## src/rtl/fpdiv_pkg.sv

```systemverilog
// Shared types and binary32 constants for the iterative divider.
package fpdiv_pkg;

  typedef enum logic [2:0] {IDLE, PREP, DIV, ROUND, DONE} state_t;

  typedef struct packed {
    logic nv;
    logic dz;
    logic of;
    logic uf;
    logic nx;
  } flags_t;

  localparam int          F32_EXP_BIAS = 127;
  localparam int          F32_MANT_W   = 23;
  localparam logic [31:0] F32_QNAN     = 32'h7FC00000;
  localparam int          DIV_ITERS    = 26;

endpackage

```

## src/rtl/fpdiv_if.sv

```systemverilog
// Operand/result handshake bundle between a requester and fpdiv_iter.
interface fpdiv_if;
  import fpdiv_pkg::*;

  logic        in_valid;
  logic        in_ready;
  logic [31:0] dividend;
  logic [31:0] divisor;
  logic        out_valid;
  logic        out_ready;
  logic [31:0] quotient;
  flags_t      flags;

  modport master (
    output in_valid, dividend, divisor, out_ready,
    input  in_ready, out_valid, quotient, flags
  );

  modport slave (
    input  in_valid, dividend, divisor, out_ready,
    output in_ready, out_valid, quotient, flags
  );

endinterface

```

## src/rtl/fpdiv_lzc24.sv

```systemverilog
// Combinational leading-zero count of a 24-bit significand (24 when all zero).
module lzc24 (
  input  logic [23:0] value,
  output logic [4:0]  count
);

  // Scanning upward lets the highest set bit win.
  always_comb begin
    count = 5'd24;
    for (int i = 0; i < 24; i++) begin
      if (value[i]) count = 5'(23 - i);
    end
  end

endmodule

```

## src/rtl/fpdiv_iter.sv

```systemverilog
// Sequential binary32 divider: radix-2 restoring quotient, one bit per cycle, RNE rounding.
module fpdiv_iter
  import fpdiv_pkg::*;
(
  input logic   clk,
  input logic   rst_n,
  fpdiv_if.slave bus
);

  state_t      state, state_next;
  logic [4:0]  cnt;
  logic [31:0] a_reg, b_reg;
  logic [25:0] rem, quo;
  logic [31:0] result;
  flags_t      result_flags;

  logic [7:0]  ea_f, eb_f;
  logic [23:0] ma_raw, mb_raw, ma, mb;
  logic [4:0]  lza, lzb;
  logic signed [9:0] ea, eb, e_prep;
  logic        sign;
  logic        a_nan, b_nan, a_snan, b_snan, a_inf, b_inf, a_zero, b_zero;
  logic        special;
  logic [31:0] sp_result;
  flags_t      sp_flags;
  logic [26:0] step;

  function automatic logic [26:0] div_step(input logic [25:0] r, input logic [23:0] d);
    logic        ge;
    logic [25:0] diff;
    ge   = r >= {2'b00, d};
    diff = ge ? r - {2'b00, d} : r;
    return {ge, diff[24:0], 1'b0};
  endfunction

  function automatic logic [36:0] round_pack(input logic sgn, input logic signed [9:0] exp_in,
                                             input logic [25:0] qv, input logic rem_nz);
    logic [23:0]       sig;
    logic              guard, sticky, tiny, inc, ovf;
    logic signed [9:0] ex, shift_s;
    logic [4:0]        shamt;
    logic [50:0]       wide;
    logic [24:0]       sig_r;
    logic [9:0]        ex_m1;
    logic [32:0]       packed_v;
    logic [31:0]       res;
    flags_t            fl;
    if (qv[25]) begin
      sig = qv[25:2]; guard = qv[1]; sticky = qv[0] | rem_nz; ex = exp_in;
    end else begin
      sig = qv[24:1]; guard = qv[0]; sticky = rem_nz; ex = exp_in - 10'sd1;
    end
    // Tiny results denormalize before rounding; 26 places already clears everything.
    tiny    = (ex <= 10'sd0);
    shift_s = 10'sd1 - ex;
    shamt   = (shift_s > 10'sd26) ? 5'd26 : shift_s[4:0];
    wide    = {sig, guard, 26'b0} >> (tiny ? shamt : 5'd0);
    if (tiny) begin
      sig    = wide[50:27];
      guard  = wide[26];
      sticky = sticky | (|wide[25:0]);
      ex     = 10'sd1;
    end
    inc   = guard & (sticky | sig[0]);
    sig_r = {1'b0, sig} + {24'b0, inc};
    // Adding the significand onto (e-1)<<23 lets a rounding carry bump the exponent.
    ex_m1    = ex - 10'sd1;
    packed_v = {ex_m1, 23'b0} + {8'b0, sig_r};
    ovf      = packed_v[32:23] >= 10'd255;
    fl       = '0;
    fl.nx    = guard | sticky;
    fl.uf    = tiny & (guard | sticky);
    res      = {sgn, packed_v[30:0]};
    if (ovf) begin
      res   = {sgn, 8'hFF, 23'b0};
      fl.of = 1'b1;
      fl.nx = 1'b1;
    end
    return {fl, res};
  endfunction

  assign ea_f   = a_reg[30:23];
  assign eb_f   = b_reg[30:23];
  assign ma_raw = {|ea_f, a_reg[F32_MANT_W-1:0]};
  assign mb_raw = {|eb_f, b_reg[F32_MANT_W-1:0]};

  lzc24 u_lzc_a (.value(ma_raw), .count(lza));
  lzc24 u_lzc_b (.value(mb_raw), .count(lzb));

  assign ma     = ma_raw << lza;
  assign mb     = mb_raw << lzb;
  assign ea     = $signed({2'b00, (ea_f == 8'd0) ? 8'd1 : ea_f}) - $signed({5'b0, lza});
  assign eb     = $signed({2'b00, (eb_f == 8'd0) ? 8'd1 : eb_f}) - $signed({5'b0, lzb});
  assign e_prep = ea - eb + 10'(F32_EXP_BIAS);
  assign sign   = a_reg[31] ^ b_reg[31];

  assign a_nan  = (&ea_f) & (|a_reg[22:0]);
  assign b_nan  = (&eb_f) & (|b_reg[22:0]);
  assign a_snan = a_nan & ~a_reg[22];
  assign b_snan = b_nan & ~b_reg[22];
  assign a_inf  = (&ea_f) & ~(|a_reg[22:0]);
  assign b_inf  = (&eb_f) & ~(|b_reg[22:0]);
  assign a_zero = ~(|a_reg[30:0]);
  assign b_zero = ~(|b_reg[30:0]);

  always_comb begin
    special   = 1'b1;
    sp_result = F32_QNAN;
    sp_flags  = '0;
    if (a_nan || b_nan) begin
      sp_flags.nv = a_snan | b_snan;
    end else if ((a_zero && b_zero) || (a_inf && b_inf)) begin
      sp_flags.nv = 1'b1;
    end else if (a_inf) begin
      sp_result = {sign, 8'hFF, 23'b0};
    end else if (b_zero) begin
      sp_result   = {sign, 8'hFF, 23'b0};
      sp_flags.dz = 1'b1;
    end else if (a_zero || b_inf) begin
      sp_result = {sign, 31'b0};
    end else begin
      special = 1'b0;
    end
  end

  // Iteration 0 is taken on the PREP edge straight from the normalized dividend.
  assign step = div_step((state == PREP) ? {2'b00, ma} : rem, mb);

  always_comb begin
    state_next    = state;
    bus.in_ready  = 1'b0;
    bus.out_valid = 1'b0;
    case (state)
      IDLE: begin
        bus.in_ready = 1'b1;
        if (bus.in_valid) state_next = PREP;
      end
      PREP:  state_next = special ? DONE : DIV;
      DIV:   if (cnt == 5'(DIV_ITERS - 1)) state_next = ROUND;
      ROUND: state_next = DONE;
      DONE: begin
        bus.out_valid = 1'b1;
        if (bus.out_ready) state_next = IDLE;
      end
      default: state_next = IDLE;
    endcase
  end

  always_ff @(posedge clk or negedge rst_n) begin
    if (!rst_n) begin
      state        <= IDLE;
      cnt          <= '0;
      result       <= '0;
      result_flags <= '0;
    end else begin
      state <= state_next;
      if (state == PREP)     cnt <= 5'd1;
      else if (state == DIV) cnt <= cnt + 5'd1;
      if (state == PREP && special) begin
        result       <= sp_result;
        result_flags <= sp_flags;
      end else if (state == ROUND) begin
        {result_flags, result} <= round_pack(sign, e_prep, quo, |rem);
      end
    end
  end

  always_ff @(posedge clk) begin
    if (state == IDLE && bus.in_valid) begin
      a_reg <= bus.dividend;
      b_reg <= bus.divisor;
    end
    if (state == PREP || state == DIV) begin
      quo <= {quo[24:0], step[26]};
      rem <= step[25:0];
    end
  end

  assign bus.quotient = result;
  assign bus.flags    = result_flags;

endmodule

```

## src/flat_wrapper.sv

```systemverilog
// flat-port wrapper written by rule: the top's interface ports become plain ports
module fpdiv_iter_flat import fpdiv_pkg::*;
  (clk, rst_n, bus_in_valid, bus_dividend, bus_divisor, bus_out_ready, bus_in_ready, bus_out_valid, bus_quotient, bus_flags);
  fpdiv_if bus_i ();
  input logic clk;
  input logic rst_n;
  input wire logic [$bits(bus_i.in_valid)-1:0] bus_in_valid;
  input wire logic [$bits(bus_i.dividend)-1:0] bus_dividend;
  input wire logic [$bits(bus_i.divisor)-1:0] bus_divisor;
  input wire logic [$bits(bus_i.out_ready)-1:0] bus_out_ready;
  output wire logic [$bits(bus_i.in_ready)-1:0] bus_in_ready;
  output wire logic [$bits(bus_i.out_valid)-1:0] bus_out_valid;
  output wire logic [$bits(bus_i.quotient)-1:0] bus_quotient;
  output wire logic [$bits(bus_i.flags)-1:0] bus_flags;
  assign bus_i.in_valid = bus_in_valid;
  assign bus_i.dividend = bus_dividend;
  assign bus_i.divisor = bus_divisor;
  assign bus_i.out_ready = bus_out_ready;
  assign bus_in_ready = bus_i.in_ready;
  assign bus_out_valid = bus_i.out_valid;
  assign bus_quotient = bus_i.quotient;
  assign bus_flags = bus_i.flags;
  fpdiv_iter u_core (.clk(clk), .rst_n(rst_n), .bus(bus_i));
endmodule
```

## config.mk

```make
export PLATFORM = sky130hd
export DESIGN_NAME = fpdiv_iter_flat
export DESIGN_NICKNAME = d
export VERILOG_FILES = /design/src/rtl/fpdiv_pkg.sv /design/src/rtl/fpdiv_if.sv /design/src/rtl/fpdiv_lzc24.sv /design/src/rtl/fpdiv_iter.sv /design/src/flat_wrapper.sv
export SDC_FILE = /design/constraint.sdc
export NUM_CORES = 1
export LEC_CHECK = 0
export ABC_AREA = 1
export BUFFER_PORTS_ARGS = -buffer_cell sky130_fd_sc_hd__buf_2
export CAP_MARGIN = 20
export CORE_MARGIN = 4
export CORE_UTILIZATION = 45
export DETAILED_ROUTE_END_ITERATION = 8
export GPL_TIMING_DRIVEN = 0
export SLEW_MARGIN = 10
export SYNTH_ARGS = -nofsm -noshare
export SYNTH_HDL_FRONTEND = slang
export SYNTH_SLANG_ARGS = --single-unit
```

## constraint.sdc

```tcl
create_clock -name clk -period 7.45 [get_ports clk]
set_input_delay 1.49 -clock clk [delete_from_list [all_inputs] [get_ports clk]]
set_output_delay 1.49 -clock clk [all_outputs]
set_load 0.02 [all_outputs]
```

# Word level (Yosys, flattened, before mapping)

Index checks and enable logic that the tools add are counted.

Reduce and logical (&&, ||, !) cells: 24
Eq/ne operators: 8
Order comparisons: 4
Shift operators: 3
Multiplexer cells: 110
$add $sub $neg: 11
Bitwise logic cells: 20

Operator list:

| kind                                                | number |
|---|---|
| 2-to-1 mux 5 bit                                    | 52 |
| 2-to-1 mux 32 bit                                   | 7 |
| 2-to-1 mux 24 bit                                   | 6 |
| OR reduction 31 bit                                 | 2 |
| 2-to-1 mux 10 bit                                   | 6 |
| right shift 51 x 5 -> 51 bit                        | 1 |
| << shifter 24 x 5 -> 24 bit                         | 2 |
| OR reduction 23 bit                                 | 2 |
| adder 33 x 25 -> 33 bit                             | 1 |
| 2-to-1 mux 31 bit                                   | 1 |
| 2-to-1 mux 1 bit                                    | 27 |
| >= comparator 26 x 24 -> 1 bit                      | 1 |
| 2-to-1 mux 26 bit                                   | 1 |
| OR reduction 26 bit                                 | 1 |
| adder 24 x 1 -> 25 bit                              | 1 |
| 2-to-1 mux 25 bit                                   | 1 |
| OR reduction 25 bit                                 | 1 |
| subtractor 25 x 24 -> 25 bit                        | 1 |
| subtractor 10 x 2 -> 10 bit (second input constant) | 2 |
| subtractor 8 x 5 -> 9 bit                           | 2 |
| logical NOT 8 bit                                   | 2 |
| 2-to-1 mux 8 bit                                    | 2 |
| AND reduction 8 bit                                 | 2 |
| OR reduction 8 bit                                  | 2 |
| 25 further kinds                                    | 54 |

Word-level logic and storage cells: 192
Bits of input ports: 68
Output and inout bits: 39
Register bits: 160

# Logic depth before layout (Yosys ltp)

Gate-level depths: netlist (run 1).

Depth in word-level cells: 49
Mapped depth: 65
Depth with buffers taken out: 63

# Modules after synthesis

Synthesis (run 1) repeated with hierarchy kept, for this count alone.

Cell total of the unflattened synthesis: 2209
Area total of the unflattened synthesis: 14978.1 um^2

By module, submodules not included:

| module     | area an instance (um^2) | cells each | sequential area each (um^2) | times used |
|---|---|---|---|---|
| fpdiv_iter | 14350.0                 | 2061       | 4579.4                      | 1 |
| lzc24      | 314.1                   | 74         | 0.0                         | 2 |

# Worst setup path after synthesis (run 1)

OpenSTA, ideal clock, no wires.

Kind: register to register
Start point: reg u_core.b_reg[30]
End point: reg u_core.result[16], in the netlist u_core.bus.quotient[16]
Path buffers: 6
Clock period less this slack: 7.616 ns
Data arrival time: 7.493 ns
Cell stages (with the launch flop): 52
Slack: -0.166 ns
Required time: 7.327 ns
Setup time: 0.123 ns
Cell sequence: edfxtp_1 > nor2_1 > inv_1 > nor4_1 > inv_1 > nor2_1 > inv_1 > nor3_1 > nand2_1 > clkinv_1 > clkbuf_1 > nor2_1 > xnor2_1 > ha_1 > fa_1 > nand3b_2 > nand2_1 > inv_1 > [16 not listed] > nor2_1 > ha_1 > nand2_1 > nor3_1 > nand3b_1 > nor2_1 > nand3_1 > nand2_1 > nand2_1 > nand2_1 > nand2_1 > nor2_1 > nand2_2 > nand2_4 > inv_2 > nand2_4 > buf_12 > o21ai_2

Word-level cells in the longest chain between the ends: 27
Elaborated cells between the ends (all ways): 61
Classes of those cells: add/sub: 8; order compare: 3; shift: 1; mux: 31; bitwise: 6; reduce/logical: 12

Ends and longest elaborated chain:

| item                                                    | line                                | text |
|---|---|---|
| start: declaration                                      | fpdiv_iter.sv:12                    | `logic [31:0] a_reg, b_reg;` |
| start signal: assignment                                | fpdiv_iter.sv:171                   | `b_reg <= bus.divisor;` |
| logical NOT 8 bit or OR reduction 8 bit (tied branches) | fpdiv_iter.sv:93, fpdiv_iter.sv:85  |  |
| 2-to-1 mux 8 bit or 2-to-1 mux 5 bit (tied branches)    | fpdiv_iter.sv:93, fpdiv_lzc24.sv:11 |  |
| subtractor 8 x 5 -> 9 bit                               | fpdiv_iter.sv:93                    | `assign eb = $signed({2'b00, (eb_f == 8'd0) ? 8'd1 : eb_f}) - $signed({5'b0, lzb});` |
| subtractor 10 bit                                       | fpdiv_iter.sv:94                    | `assign e_prep = ea - eb + 10'(F32_EXP_BIAS);` |
| adder 10 x 8 -> 10 bit                                  | fpdiv_iter.sv:94                    |  |
| subtractor 10 x 2 -> 10 bit                             | fpdiv_iter.sv:51                    | `sig = qv[24:1]; guard = qv[0]; sticky = rem_nz; ex = exp_in - 10'sd1;` |
| 2-to-1 mux 10 bit                                       | fpdiv_iter.sv:48                    | `if (qv[25]) begin` |
| 2-to-1 mux 10 bit                                       | fpdiv_iter.sv:162                   | `end else if (state == ROUND) begin` |
| [11 not listed]                                         | --                                  |  |
| bitwise OR 1 bit                                        | fpdiv_iter.sv:64                    | `inc = guard & (sticky \| sig[0]);` |
| AND 1 bit                                               | fpdiv_iter.sv:64                    |  |
| adder 24 x 1 -> 25 bit                                  | fpdiv_iter.sv:65                    | `sig_r = {1'b0, sig} + {24'b0, inc};` |
| adder 33 x 25 -> 33 bit                                 | fpdiv_iter.sv:68                    | `packed_v = {ex_m1, 23'b0} + {8'b0, sig_r};` |
| >= comparator 10 x 8 -> 1 bit                           | fpdiv_iter.sv:69                    | `ovf = packed_v[32:23] >= 10'd255;` |
| 2-to-1 mux 31 bit                                       | fpdiv_iter.sv:74                    | `if (ovf) begin` |
| 2-to-1 mux 32 bit                                       | fpdiv_iter.sv:162                   |  |
| 2-to-1 mux 32 bit                                       | fpdiv_iter.sv:159                   | `if (state == PREP && special) begin` |
| end signal: assignment                                  | fpdiv_iter.sv:160                   | `result <= sp_result;` |
| end signal: assignment                                  | fpdiv_iter.sv:163                   | `{result_flags, result} <= round_pack(sign, e_prep, quo, \|rem);` |
| end: declaration                                        | fpdiv_iter.sv:14                    | `logic [31:0] result;` |

Several ways; a longest one is shown, not always the timed one. The select of a mux whose other input is x is not followed.
A chain may end at the register's enable or synchronous reset.

# Worst setup path in the final report (run 1)

Start point: reg u_core.b_reg[28]
End point: reg u_core.result[6], in the netlist u_core.bus.quotient[6]

The elaborated chain is that of the path after synthesis.

==> impl_metrics.csv, run 1 <==
group,metric,value,unit
synth,synth-async-reset-ratio,0.281,
clocking,htree_levels,4,
synth,syn_avg_cell_area,6.62,um2
final_layout,utilization,0.584,
grt,grt_max_degree,65,
sta,drv_slew,0,
route,vias,15500,
sta,setup_violations,0,
sta,fin_setup_tns,0,ns
final_layout,drive_gt1_frac,0.240,
hold_path,hp-class,"register to register",
route,viasPerCell,5.38,
critical_path,worstPathMaxFanout,10,
die,fp.dieW,188,um
final_layout,antenna_cells,0,
placed_design,dp_hpwl,37700,um
critical_path,critPathTopFamily,"simple AND/OR/NAND/NOR gates",
route,remaining_drc_errors,0,
final_layout,area_growth,27.2,%
critical_path,crit_type,"register to register",
clocking,clock_sinks,160,
final_layout,final_nets,2560,
synth,syn-num-nets,2324,
sta,report.final.hold_viol_count,0,
outcome,outcome,"finished clean",
placed_design,placement.io_buffers,106,
sta,rsz0062_at_grt,"true",
die,row_count,65,
sta,fin_crit_sh,0.988,
critical_path,crit_path_end_kind,"register",
die,initial_utilization,0.459,
synth,ys_seq_elements,160,
route,ant_nets,0,
critical_path,crit_path_max_incr_delay,0.52,ns
critical_path,cpMostUsedCell,"nand2_2",
synth,synth-main-ff-cell,"edfxtp_1",
route,routed_wl,49200,um
critical_path,required,7.84,ns
die,die-area,35400,um2
die,ioPinCount,107,
die,die_y,188,um
synth,synth_warnings,0,
sta,slew_headroom,0.396,
sta,skew,0.0146,ns
clocking,ctsHoldBuffers,0,
grt,grt_pass1_vias,14700,
final_layout,mostFrequentLayoutCells,"nand2_1 (616), nand3_1 (208), o21ai_0 (191)",
clocking,cts.clk_slew.worst_paths,0.07,ns
grt,grt.overflow.total,0,
critical_path,worstSetupStartpointType,"register",
route,drt_first_pass_iters,5,
sta,period_needed,7.36,ns
sta,max_freq,136,MHz
route,initialDrtViolationCount,1079,
clocking,cts_made_buffers,17,
clocking,cts_max_path_buffers,2,
placed_design,gp_congestion,0.984,
clocking,cts_tree,"yes",
synth,seq_area_frac_synth,0.314,
synth,synth-edff-count,115,
grt,grt_pass1_wl,76800,um
final_layout,layout_commonest_cell,"nand2_1",
synth,synth_cell_types,62,
critical_path,path_buf_inv,11,
run,drv_cap,0,
sta,worst_pin_slew,0.903,ns
synth,syn-cell-area,14600,um2
critical_path,critPathSlowestCell,"edfxtp_1",
grt,grt_use_total,0.268,
synth,syn_inst,2205,
route,wl_per_cell,17.0,um
final_layout,stdcell_area,18600,um2
clocking,insertion_delay,0.47,ns
placed_design,place_area,15700,um2
die,core,31800,um2
grt,antenna_found_initial,0,
critical_path,critPathArrivalTime,7.76,ns
clocking,cts_root_buffer,"clkbuf_16",
## metrics by stage
step	hold WS [ns]	instances	worst slack [ns]
after floorplan	0.426	2205	0.0333
after global placement	0.434	2746	-2.55
after detailed placement	0.438	2746	-2.63
after CTS	0.454	2824	0.0158
after global routing	0.483	2889	-0.377
final	0.462	2889	0.0884
## per-layer routing
metal / up-vias / track usage / share of wire / wire length [um]
met2: 435 / 0.465 / 0.50 / 24400
li1: 7842 / - / - / -
met4: 0 / 0.104 / 0.034 / 1670
met5: - / 0 / 0 / 0
met1: 7168 / 0.338 / 0.43 / 20900
met3: 88 / 0.0346 / 0.045 / 2210
## final cells by class
type | instances | area, um2
multi-input cells | 1740 | 9820
repair buffers | 219 | 1570
flip-flops and latches | 160 | 4580
plain buffers | 80 | 566
clock inverters | 15 | 193
clock buffers | 17 | 425
well taps | 435 | 544
fillers | 3071 | 13200
inverters | 223 | 867
## final timing paths
check	cells past startpoint	slack [ns]	endpoint	from
setup / recovery	53	0.09	u_core.bus.quotient[6]$_DFFE_PN0N_	u_core.b_reg[28]$_DFFE_PP_
hold / removal	0	0.46	u_core.quo[1]$_DFFE_PP_	u_core.quo[0]$_DFFE_PP_
setup reg to reg	53	0.09	u_core.bus.quotient[6]$_DFFE_PN0N_	u_core.b_reg[28]$_DFFE_PP_
hold reg to reg	0	0.46	u_core.quo[1]$_DFFE_PP_	u_core.quo[0]$_DFFE_PP_
max in group asynchronous	2	5.99	u_core.cnt[3]$_DFFE_PN0P_	rst_n
min in group asynchronous	1	0.96	u_core.bus.quotient[20]$_DFFE_PN0N_	rst_n
## worst register-to-register path: cells and delay by family, from the launching register on
kind / cells / cell delay, ns
adder cells (fa/ha/maj): 3 / 0.91
flip-flops: 1 / 0.52
XOR/XNOR: 1 / 0.33
AO/OA/AOI/OAI: 3 / 0.54
buffers and inverters: 11 / 1.35
AND/OR/NAND/NOR: 35 / 3.69
## Yosys cell counts, types with 13 or more instances
cell type,n,area share
xor2_1,30,0.018
nor2_1,187,0.048
nand3_1,252,0.086
nor4_1,14,0.0060
nand2_1,679,0.17
o21ai_0,211,0.072
xnor2_1,26,0.016
nand4_1,30,0.013
or2_2,23,0.0099
buf_2,18,0.0062
nand2_2,13,0.0056
dfrtp_1,45,0.077
nor2_2,13,0.0056
a21oi_1,71,0.024
ha_1,49,0.042
edfxtp_1,115,0.24
inv_1,206,0.053
clkbuf_1,45,0.012
nor3_1,20,0.0069
nand3b_1,13,0.0067
## logic make-up (layout without fill, tap and decap cells)
| family | after synthesis | after routing | share of synthesized area |
|---|---|---|---|
| buffers and inverters | 305 | 554 | 0.0871 |
| xor gates and xnor gates | 56 | 56 | 0.0336 |
| DFF | 160 | 160 | 0.314 |
| and+or+nand+nor | 1265 | 1265 | 0.376 |
| AOI/OAI and AO/OA | 357 | 357 | 0.138 |
| adders and majority gates | 51 | 51 | 0.0447 |
| muxes | 11 | 11 | 0.00754 |
## timing repair
action	CTS	global route
setup endpoints to repair	34	60
gates resized for setup	100	276
pin swaps	36	105
cloned	1	6
buffers inserted	47	61
Power of run 1 is left out: the tool's default activity adds up to more than one toggle a clock period on the data nets, which glitch-free logic cannot reach.
==> run 2: changes to the inputs <==
--- a/config.mk
+++ b/config.mk
@@ -12,6 +12,7 @@
 export CORE_UTILIZATION = 45
 export DETAILED_ROUTE_END_ITERATION = 8
 export GPL_TIMING_DRIVEN = 0
+export PLACE_DENSITY = 0.65
 export SLEW_MARGIN = 10
 export SYNTH_ARGS = -nofsm -noshare
 export SYNTH_HDL_FRONTEND = slang
==> run 2 against run 1 <==
Non-clock buffer count shrank 23. Sequential share of layout area grew 0.32 points. Utilization shrank 0.74 points. Critical path depth grew 6. Global-route usage shrank 0.35 points. Hold slack gained 0.0099 ns. First-iteration DRC count grew 7.5%. Fmax shrank 0.88%. Critical endpoint is now u_core.bus.quotient[3]$_DFFE_PN0N_. Largest cell class unchanged. Via count grew 1.5%. Worst setup slack lost 0.066 ns. Wire length shrank 0.74%. Die area is the same. Highest routed layer unchanged.
==> impl_metrics.csv, run 2 (synthesis results as in run 1) <==
group,metric,value,unit
sta,report.final.hold_viol_count,0,
route,wl_per_cell,17.0,um
clocking,cts_max_path_buffers,2,
placed_design,place_ws,-2.61,ns
grt,grt_pass1_wl,76100,um
hold_path,hp-class,"register to register",
critical_path,required,7.81,ns
final_layout,stdcell_area,18300,um2
placed_design,placement.io_buffers,106,
critical_path,crit_type,"register to register",
sta,rsz0062_at_grt,"true",
final_layout,layout_commonest_cell,"nand2_1",
die,die-area,35400,um2
critical_path,critPathSlowestCell,"edfxtp_1",
sta,fin_crit_sh,0.997,
clocking,cts_made_buffers,17,
die,initial_utilization,0.459,
sta,setup_violations,0,
route,ant_nets,0,
route,remaining_drc_errors,0,
die,row_count,65,
clocking,insertion_delay,0.48,ns
sta,drv_slew,0,
sta,slew_headroom,0.446,
outcome,outcome,"finished clean",
sta,worst_pin_slew,0.828,ns
grt,grt_pass1_vias,14900,
critical_path,critPathArrivalTime,7.79,ns
grt,grt_max_degree,65,
final_layout,area_growth,25.6,%
critical_path,crit_path_end_kind,"register",
clocking,cts_tree,"yes",
die,die_y,188,um
critical_path,cpMostUsedCell,"nand2_1",
die,fp.dieW,188,um
route,initialDrtViolationCount,1160,
final_layout,antenna_cells,0,
sta,max_freq,135,MHz
clocking,htree_levels,4,
clocking,cts.clk_slew.worst_paths,0.08,ns
route,viasPerCell,5.50,
critical_path,worstPathMaxFanout,7,
route,vias,15800,
die,ioPinCount,107,
route,drt_first_pass_iters,6,
run,drv_cap,0,
die,core,31800,um2
sta,period_needed,7.43,ns
final_layout,drive_gt1_frac,0.237,
critical_path,crit_path_max_incr_delay,0.45,ns
route,routed_wl,48800,um
critical_path,rrSetupSlack,0.02,ns
sta,setup_ws,0.0229,ns
sta,skew,0.0193,ns
grt,antenna_found_initial,0,
final_layout,final_nets,2537,
placed_design,dp_hpwl,37500,um
critical_path,worstSetupStartpointType,"register",
final_layout,mostFrequentLayoutCells,"nand2_1 (612), nand3_1 (202), o21ai_0 (194)",
placed_design,place_area,15700,um2
grt,grt.overflow.total,0,
clocking,cts_root_buffer,"clkbuf_16",
placed_design,gp_congestion,0.966,
clocking,clock_sinks,160,
grt,grt_use_total,0.264,
final_layout,utilization,0.577,
[run 2: critical path, delay by kind of cell (launching register included)]
kind | cells | cell delay, ns
adders and majority gates | 3 | 0.86
DFF | 1 | 0.45
and+or+nand+nor | 39 | 3.63
buffers and inverters | 10 | 1.06
xor gates and xnor gates | 1 | 0.25
AOI/OAI and AO/OA | 6 | 1.03
[run 2: layout make-up]
class / instances / area [um2]
Fill cell: 3052 / 13500
Multi-Input combinational cell: 1740 / 9860
Sequential cell: 160 / 4580
Timing Repair Buffer: 197 / 1360
Inverter: 223 / 870
Buffer: 79 / 554
Tap cell: 435 / 544
Clock buffer: 17 / 425
Clock inverter: 15 / 148
[run 2: through the flow]
step                      setup TNS (ns)  std cells  hold slack (ns)
after floorplan                        0       2205            0.426
after global placement            -79.56       2746            0.448
after detailed placement          -82.12       2747            0.459
after CTS                        -0.0653       2820            0.473
after global routing              -12.08       2866            0.487
final                                  0       2866            0.472
[run 2: what timing repair did]
item	in CTS	in global routing
resized for setup	114	266
pin swaps	41	67
hold buffers	0	0
endpoints found under the hold margin	0	0
setup buffers	40	47
cloned	3	1
endpoints found under the setup margin	34	60
[run 2: path summary, 6_finish.rpt]
| check | from | to | depth (start not counted) |
|---|---|---|---|
| max in group asynchronous | rst_n | u_core.cnt[1]$_DFFE_PN0P_ | 2 |
| hold reg to reg | u_core.quo[7]$_DFFE_PP_ | u_core.quo[8]$_DFFE_PP_ | 0 |
| hold / removal | u_core.quo[7]$_DFFE_PP_ | u_core.quo[8]$_DFFE_PP_ | 0 |
| setup / recovery | u_core.b_reg[1]$_DFFE_PP_ | u_core.bus.quotient[3]$_DFFE_PN0N_ | 59 |
| min in group asynchronous | rst_n | u_core.bus.quotient[20]$_DFFE_PN0N_ | 1 |
| setup reg to reg | u_core.b_reg[1]$_DFFE_PP_ | u_core.bus.quotient[3]$_DFFE_PN0N_ | 59 |
[run 2: per-layer routing]
metal	up-vias	share of wire	global-route usage
met5	-	0	0
met4	0	0.036	0.0929
li1	7808	-	-
met2	494	0.49	0.463
met3	101	0.049	0.0378
met1	7363	0.42	0.333
Power of run 2 is left out for the same reason.
